File: src/rtl/satatb_txsched.sv
// satatb_txsched: serialises upstream dwords into 9-bit {K,byte} symbols with ALIGN bursts and SYNC fill.
// Latency: byte 0 appears one clock after the S_VALID && S_READY transfer; one symbol leaves every clock.
// Backpressure: S_READY only on dword boundaries outside ALIGN bursts; SATATB_CONT_EN adds SYNC/CONT/junk fill runs.
module satatb_txsched #(
  parameter int ALIGN_INTERVAL = 256,
  parameter int ALIGN_COUNT    = 2
) (
  input  logic        i_clk,
  input  logic        i_reset,
  input  logic        S_VALID,
  output logic        S_READY,
  input  logic [31:0] S_DATA,
  input  logic        S_PRIM,
  output logic [8:0]  M_DATA,
  output logic        M_FIRST,
  output logic        o_align
);
  localparam int DW = $clog2(ALIGN_INTERVAL + 1);
  localparam int AW = $clog2(ALIGN_COUNT + 1);
  localparam logic [DW-1:0] DCNT_MAX  = DW'(ALIGN_INTERVAL);
  localparam logic [AW-1:0] AREM_INIT = AW'(ALIGN_COUNT);

  localparam logic [1:0] SRC_ALIGN = 2'd0;
  localparam logic [1:0] SRC_DATA  = 2'd1;
  localparam logic [1:0] SRC_SYNC  = 2'd2;
`ifdef SATATB_CONT_EN
  localparam logic [1:0] SRC_CONT  = 2'd3;
`endif

  logic [1:0]    bcnt;
  logic [1:0]    src, src_n;
  logic [31:0]   word, word_n;
  logic          prim, prim_n;
  logic [DW-1:0] dcnt, dcnt_n;
  logic [AW-1:0] arem, arem_n;
`ifdef SATATB_CONT_EN
  logic [1:0]    run, run_n;    // fillers sent in the current run, saturating at 3
  logic [31:0]   jcnt, jcnt_n;
`endif

  function automatic logic [8:0] sym(input logic [1:0] s, input logic [1:0] idx,
                                     input logic [31:0] w, input logic p);
    logic [8:0] r;
    r = 9'h000;
    case (s)
      SRC_ALIGN: begin
        case (idx)
          2'd0:       r = 9'h1BC;
          2'd1, 2'd2: r = 9'h04A;
          default:    r = 9'h07B;
        endcase
      end
      SRC_DATA: begin
        r = {p && (idx == 2'd0), w[{idx, 3'b000} +: 8]};
      end
`ifdef SATATB_CONT_EN
      SRC_CONT: begin
        case (idx)
          2'd0:    r = 9'h17C;
          2'd1:    r = 9'h0AA;
          default: r = 9'h099;
        endcase
      end
`endif
      default: begin
        case (idx)
          2'd0:    r = 9'h17C;
          2'd1:    r = 9'h095;
          default: r = 9'h0B5;
        endcase
      end
    endcase
    return r;
  endfunction

  assign S_READY = !i_reset && (bcnt == 2'd3) && (arem == '0);

  always_comb begin
    src_n  = src;
    word_n = word;
    prim_n = prim;
    dcnt_n = dcnt;
    arem_n = arem;
`ifdef SATATB_CONT_EN
    run_n  = run;
    jcnt_n = jcnt;
`endif
    if (bcnt == 2'd3) begin
      if (arem != '0) begin
        src_n  = SRC_ALIGN;
        arem_n = arem - 1'b1;
        dcnt_n = '0;
      end else begin
        dcnt_n = dcnt + 1'b1;
        // The burst is armed here and starts at the next boundary, so dcnt never wraps.
        if (dcnt_n == DCNT_MAX) arem_n = AREM_INIT;
        if (S_VALID) begin
          src_n  = SRC_DATA;
          word_n = S_DATA;
          prim_n = S_PRIM;
`ifdef SATATB_CONT_EN
          run_n  = 2'd0;
`endif
        end else begin
`ifdef SATATB_CONT_EN
          case (run)
            2'd0, 2'd1: src_n = SRC_SYNC;
            2'd2:       src_n = SRC_CONT;
            default: begin
              // Junk fill reuses the data path with the counter as payload.
              src_n  = SRC_DATA;
              word_n = jcnt;
              prim_n = 1'b0;
              jcnt_n = jcnt + 32'd1;
            end
          endcase
          if (run != 2'd3) run_n = run + 2'd1;
`else
          src_n = SRC_SYNC;
`endif
        end
      end
    end
  end

  always_ff @(posedge i_clk) begin
    if (i_reset) begin
      bcnt    <= 2'd3;
      src     <= SRC_ALIGN;
      word    <= 32'd0;
      prim    <= 1'b0;
      dcnt    <= '0;
      arem    <= AREM_INIT;
      M_DATA  <= 9'h07B;
      M_FIRST <= 1'b0;
      o_align <= 1'b0;
`ifdef SATATB_CONT_EN
      run     <= 2'd0;
      jcnt    <= 32'd0;
`endif
    end else begin
      bcnt    <= bcnt + 2'd1;
      src     <= src_n;
      word    <= word_n;
      prim    <= prim_n;
      dcnt    <= dcnt_n;
      arem    <= arem_n;
      M_DATA  <= sym(src_n, bcnt + 2'd1, word_n, prim_n);
      M_FIRST <= (bcnt == 2'd3);
      o_align <= (src_n == SRC_ALIGN);
`ifdef SATATB_CONT_EN
      run     <= run_n;
      jcnt    <= jcnt_n;
`endif
    end
  end

endmodule

File: config.mk
export PLATFORM = sky130hd
export DESIGN_NAME = satatb_txsched
export DESIGN_NICKNAME = d
export VERILOG_FILES = /design/src/rtl/satatb_txsched.sv
export SDC_FILE = /design/constraint.sdc
export NUM_CORES = 1
export LEC_CHECK = 0
export ABC_AREA = 1
export ABC_CLOCK_PERIOD_IN_PS = 2100
export BUFFER_PORTS_ARGS = -buffer_cell sky130_fd_sc_hd__buf_2
export CAP_MARGIN = 10
export CORE_MARGIN = 4
export CORE_UTILIZATION = 50
export DETAILED_ROUTE_END_ITERATION = 7
export GPL_TIMING_DRIVEN = 0
export PLACE_DENSITY = 0.75
export SKIP_CTS_REPAIR_TIMING = 1
export SLEW_MARGIN = 0
export SYNTH_ARGS = -nofsm -noshare
export SYNTH_HDL_FRONTEND = slang
export SYNTH_SLANG_ARGS = --single-unit
File: constraint.sdc
create_clock -name i_clk -period 2.1 [get_ports i_clk]
set_input_delay 0.42 -clock i_clk [delete_from_list [all_inputs] [get_ports i_clk]]
set_output_delay 0.42 -clock i_clk [all_outputs]
set_load 0.01 [all_outputs]
==> results.py <==
metrics = {
    "yosys": {
        "synth_area_um2": 2890,
        "synthAdderAreaFrac_pct": 3.46,
        "synth.mux.area_fraction_pct": 1.04,
        "synth-seq-cells": 59,
        "synth.avg_cell_area_um2": 7.36,
        "yosysWarnings": 0,
        "synth_top_family_by_area": "simple AND/OR/NAND/NOR gates",
        "ys_top_cells_by_area": "dfxtp_1 41%, nand2_1 11%, nor2_1 6.5%, nand3_1 6.4%, inv_1 5.4%",
        "synth_top_area_share_pct": 40.8,
        "netlist_instances": 393,
        "synth_xor_area_share_pct": 0,
        "yosysTopAreaCell": "dfxtp_1",
        "synth_simple_gate_area_share_pct": 32.4,
        "synth_compound_area_share_pct": 12.0,
        "seq_area_frac_synth_pct": 40.8,
        "ys_types": 33,
        "syn_nets": 437,
    },
    "grt": {
        "grt_pass1_wl_um": 11200,
        "grt_max_degree": 12,
        "grt_overflow": 0,
        "grt_usage_pct": 20.0,
        "first_global_vias": 2423,
        "antenna_found_initial": 0,
    },
    "setup_path": {
        "cp_cell_sequence": "clkbuf_4 -> clkinvlp_4 -> buf_2 -> ha_4 -> clkinv_2 -> nand3_1 -> nand3_1 -> o211ai_1 -> inv_1",
        "crit_arrival_ns": 2.17,
        "reg2reg_slack_ns": 0.16,
        "slowest_delay_ns": 0.36,
        "cp_slowest_cell": "dfxtp_1",
        "setup.worst_path.class": "reg2reg",
        "worstSetupStartpointType": "flip-flop",
        "critical_path_required_ns": 2.33,
        "crit_fanout": 11,
        "cp_common_cell": "nand3_1",
        "end_kind": "flip-flop",
    },
    "final_layout": {
        "post-route-cell-area_um2": 3430,
        "area_delta_synth_final_pct": 18.4,
        "layout-drive-gt1-share_pct": 20.2,
        "fin_cells": 528,
        "final_cell_mix": "84 x nand2_1, 59 x dfxtp_1, 50 x nor2_1",
        "antenna_cells": 0,
        "nNetsFinal": 496,
        "layout_commonest_cell": "nand2_1",
        "fin_util_pct": 61.5,
    },
    "place": {
        "post-place-ws_ns": -0.567,
        "gp_congestion": 0.880,
        "numPlacedInstances": 512,
        "placed_area_um2": 3220,
        "dp_hpwl_um": 4690,
        "portBuffers": 47,
    },
    "sta": {
        "whs_ns": 0.332,
        "period_minus_slack_ns": 1.94,
        "setup_tns_ns": 0,
        "hold_viol": 0,
        "fmax_mhz": 515,
        "worst_pin_slew_ns": 0.576,
        "rsz0062_at_grt": "false",
        "relSlewSlack_pct": 61.6,
        "slew_violations": 0,
        "setup_slack_ns": 0.159,
        "finalCritPeriodShare_pct": 92.4,
        "skew_ns": 0.00536,
        "finalSetupViolations": 0,
    },
    "clock_tree": {
        "cts_tree": "built",
        "root_buffer": "clkbuf_8",
        "clock-sinks": 59,
        "cts.htree.levels": 3,
        "clock_latency_ns": 0.34,
        "clock_path_buffers": 2,
        "cts_buffers": 9,
        "path_clk_slew_ns": 0.06,
    },
    "floorplan": {
        "coreArea_um2": 5570,
        "rows": 27,
        "dieArea_um2": 7070,
        "num_io_pins": 48,
        "initial_core_util_pct": 51.9,
        "die_y_um": 84.1,
        "die_x_um": 84.1,
    },
    "job": {
        "drv_cap": 0,
    },
    "power_and_ir_drop": {
        "peakVddDrop_mv": 0.427,
        "leakagePower_nw": 1.62,
        "power_mw": 2.78,
        "powerDensity_nw_per_um2": 811,
    },
    "route": {
        "drt_iter0_drc": 165,
        "routedWlPerCell_um": 12.6,
        "drt_wl_total_um": 6670,
        "drt_first_pass_iters": 5,
        "detail-route-antenna-nets": 0,
        "vias": 2588,
        "drc": 0,
        "avgViaCountPerCell": 4.90,
    },
    "status": {
        "status": "finished, final reports clean",
    },
    "worst_hold_path": {
        "hold_class": "in2reg",
    },
}
[registers in the layout (all words and copies together) (netlist names)]
| signal | flops |
|---|---|
| M_FIRST | 1 |
| M_DATA | 9 |
| o_align | 1 |
| src | 2 |
| arem | 2 |
| prim | 1 |
| word | 32 |
| dcnt | 9 |
| bcnt | 2 |
[worst max-delay path: cells and delay by family, from the launching register on]
family / cells / cell delay (ns)
fa+ha+maj: 1 / 0.36
compound gates: 1 / 0.09
buf+inv: 5 / 0.82
flops: 1 / 0.36
simple gates: 2 / 0.22
[cell usage after synthesis]
master,number
o21a_1,17
buf_6,6
o21bai_1,2
or2_1,25
o21ai_0,4
nand3b_1,2
clkbuf_1,6
clkinv_1,3
o211ai_1,1
ha_1,8
a32o_1,1
inv_1,42
dfxtp_1,59
nand2_1,84
nand4_1,3
buf_2,2
nand2_4,1
o21ai_1,6
buf_4,1
a211oi_1,1
nor2_8,1
nand3_1,37
a21oi_2,2
mux2i_1,3
o21ai_2,7
nor2_2,1
nand2_2,2
inv_2,2
nand3_2,1
inv_4,1
nor2_1,50
buf_1,2
a21oi_1,10
[metal layers]
layer,part of all wire (%),vias up,global-route usage (%)
met2,47,78,31.9
met4,1.3,0,8.33
met3,6.6,8,5.03
met1,45,1142,25.7
li1,-,1360,-
met5,0,-,0
[where the power goes]
| part | internal (mW) | leakage (nW) | switching (mW) | total, mW |
|---|---|---|---|---|
| registers | 1.20 | 0.481 | 0.0265 | 1.23 |
| clock network | 0.538 | 0.0902 | 0.422 | 0.960 |
| logic | 0.241 | 1.05 | 0.349 | 0.590 |
[final timing paths]
check	startpoint	end	cells after the start
setup / recovery	bcnt[0]$_SDFF_PP1_	M_DATA[2]$_SDFF_PP0_	9
hold / removal	S_DATA[2]	word[2]$_SDFF_PP0_	3
setup reg to reg	bcnt[0]$_SDFF_PP1_	M_DATA[2]$_SDFF_PP0_	9
hold reg to reg	word[29]$_SDFF_PP0_	word[29]$_SDFF_PP0_	2
[layout make-up]
cell class              instances  area, um^2
well taps                      72        90.1
clock buffers                  12         135
clock inverters                 3        40.0
inverters                      48         188
plain buffers                  16         115
fillers                       505        2150
repair buffers                 49         250
multi-input cells             269        1430
flip-flops and latches         59        1180
[cell families (layout without fill, tap and decap cells)]
family / count (synthesis) / in the layout
buffers and inverters: 65 / 128
adders and majority gates: 8 / 8
and+or+nand+nor: 207 / 207
DFF: 59 / 59
AOI/OAI and AO/OA: 51 / 51
muxes: 3 / 3
Power figures use the tool's default switching activity.
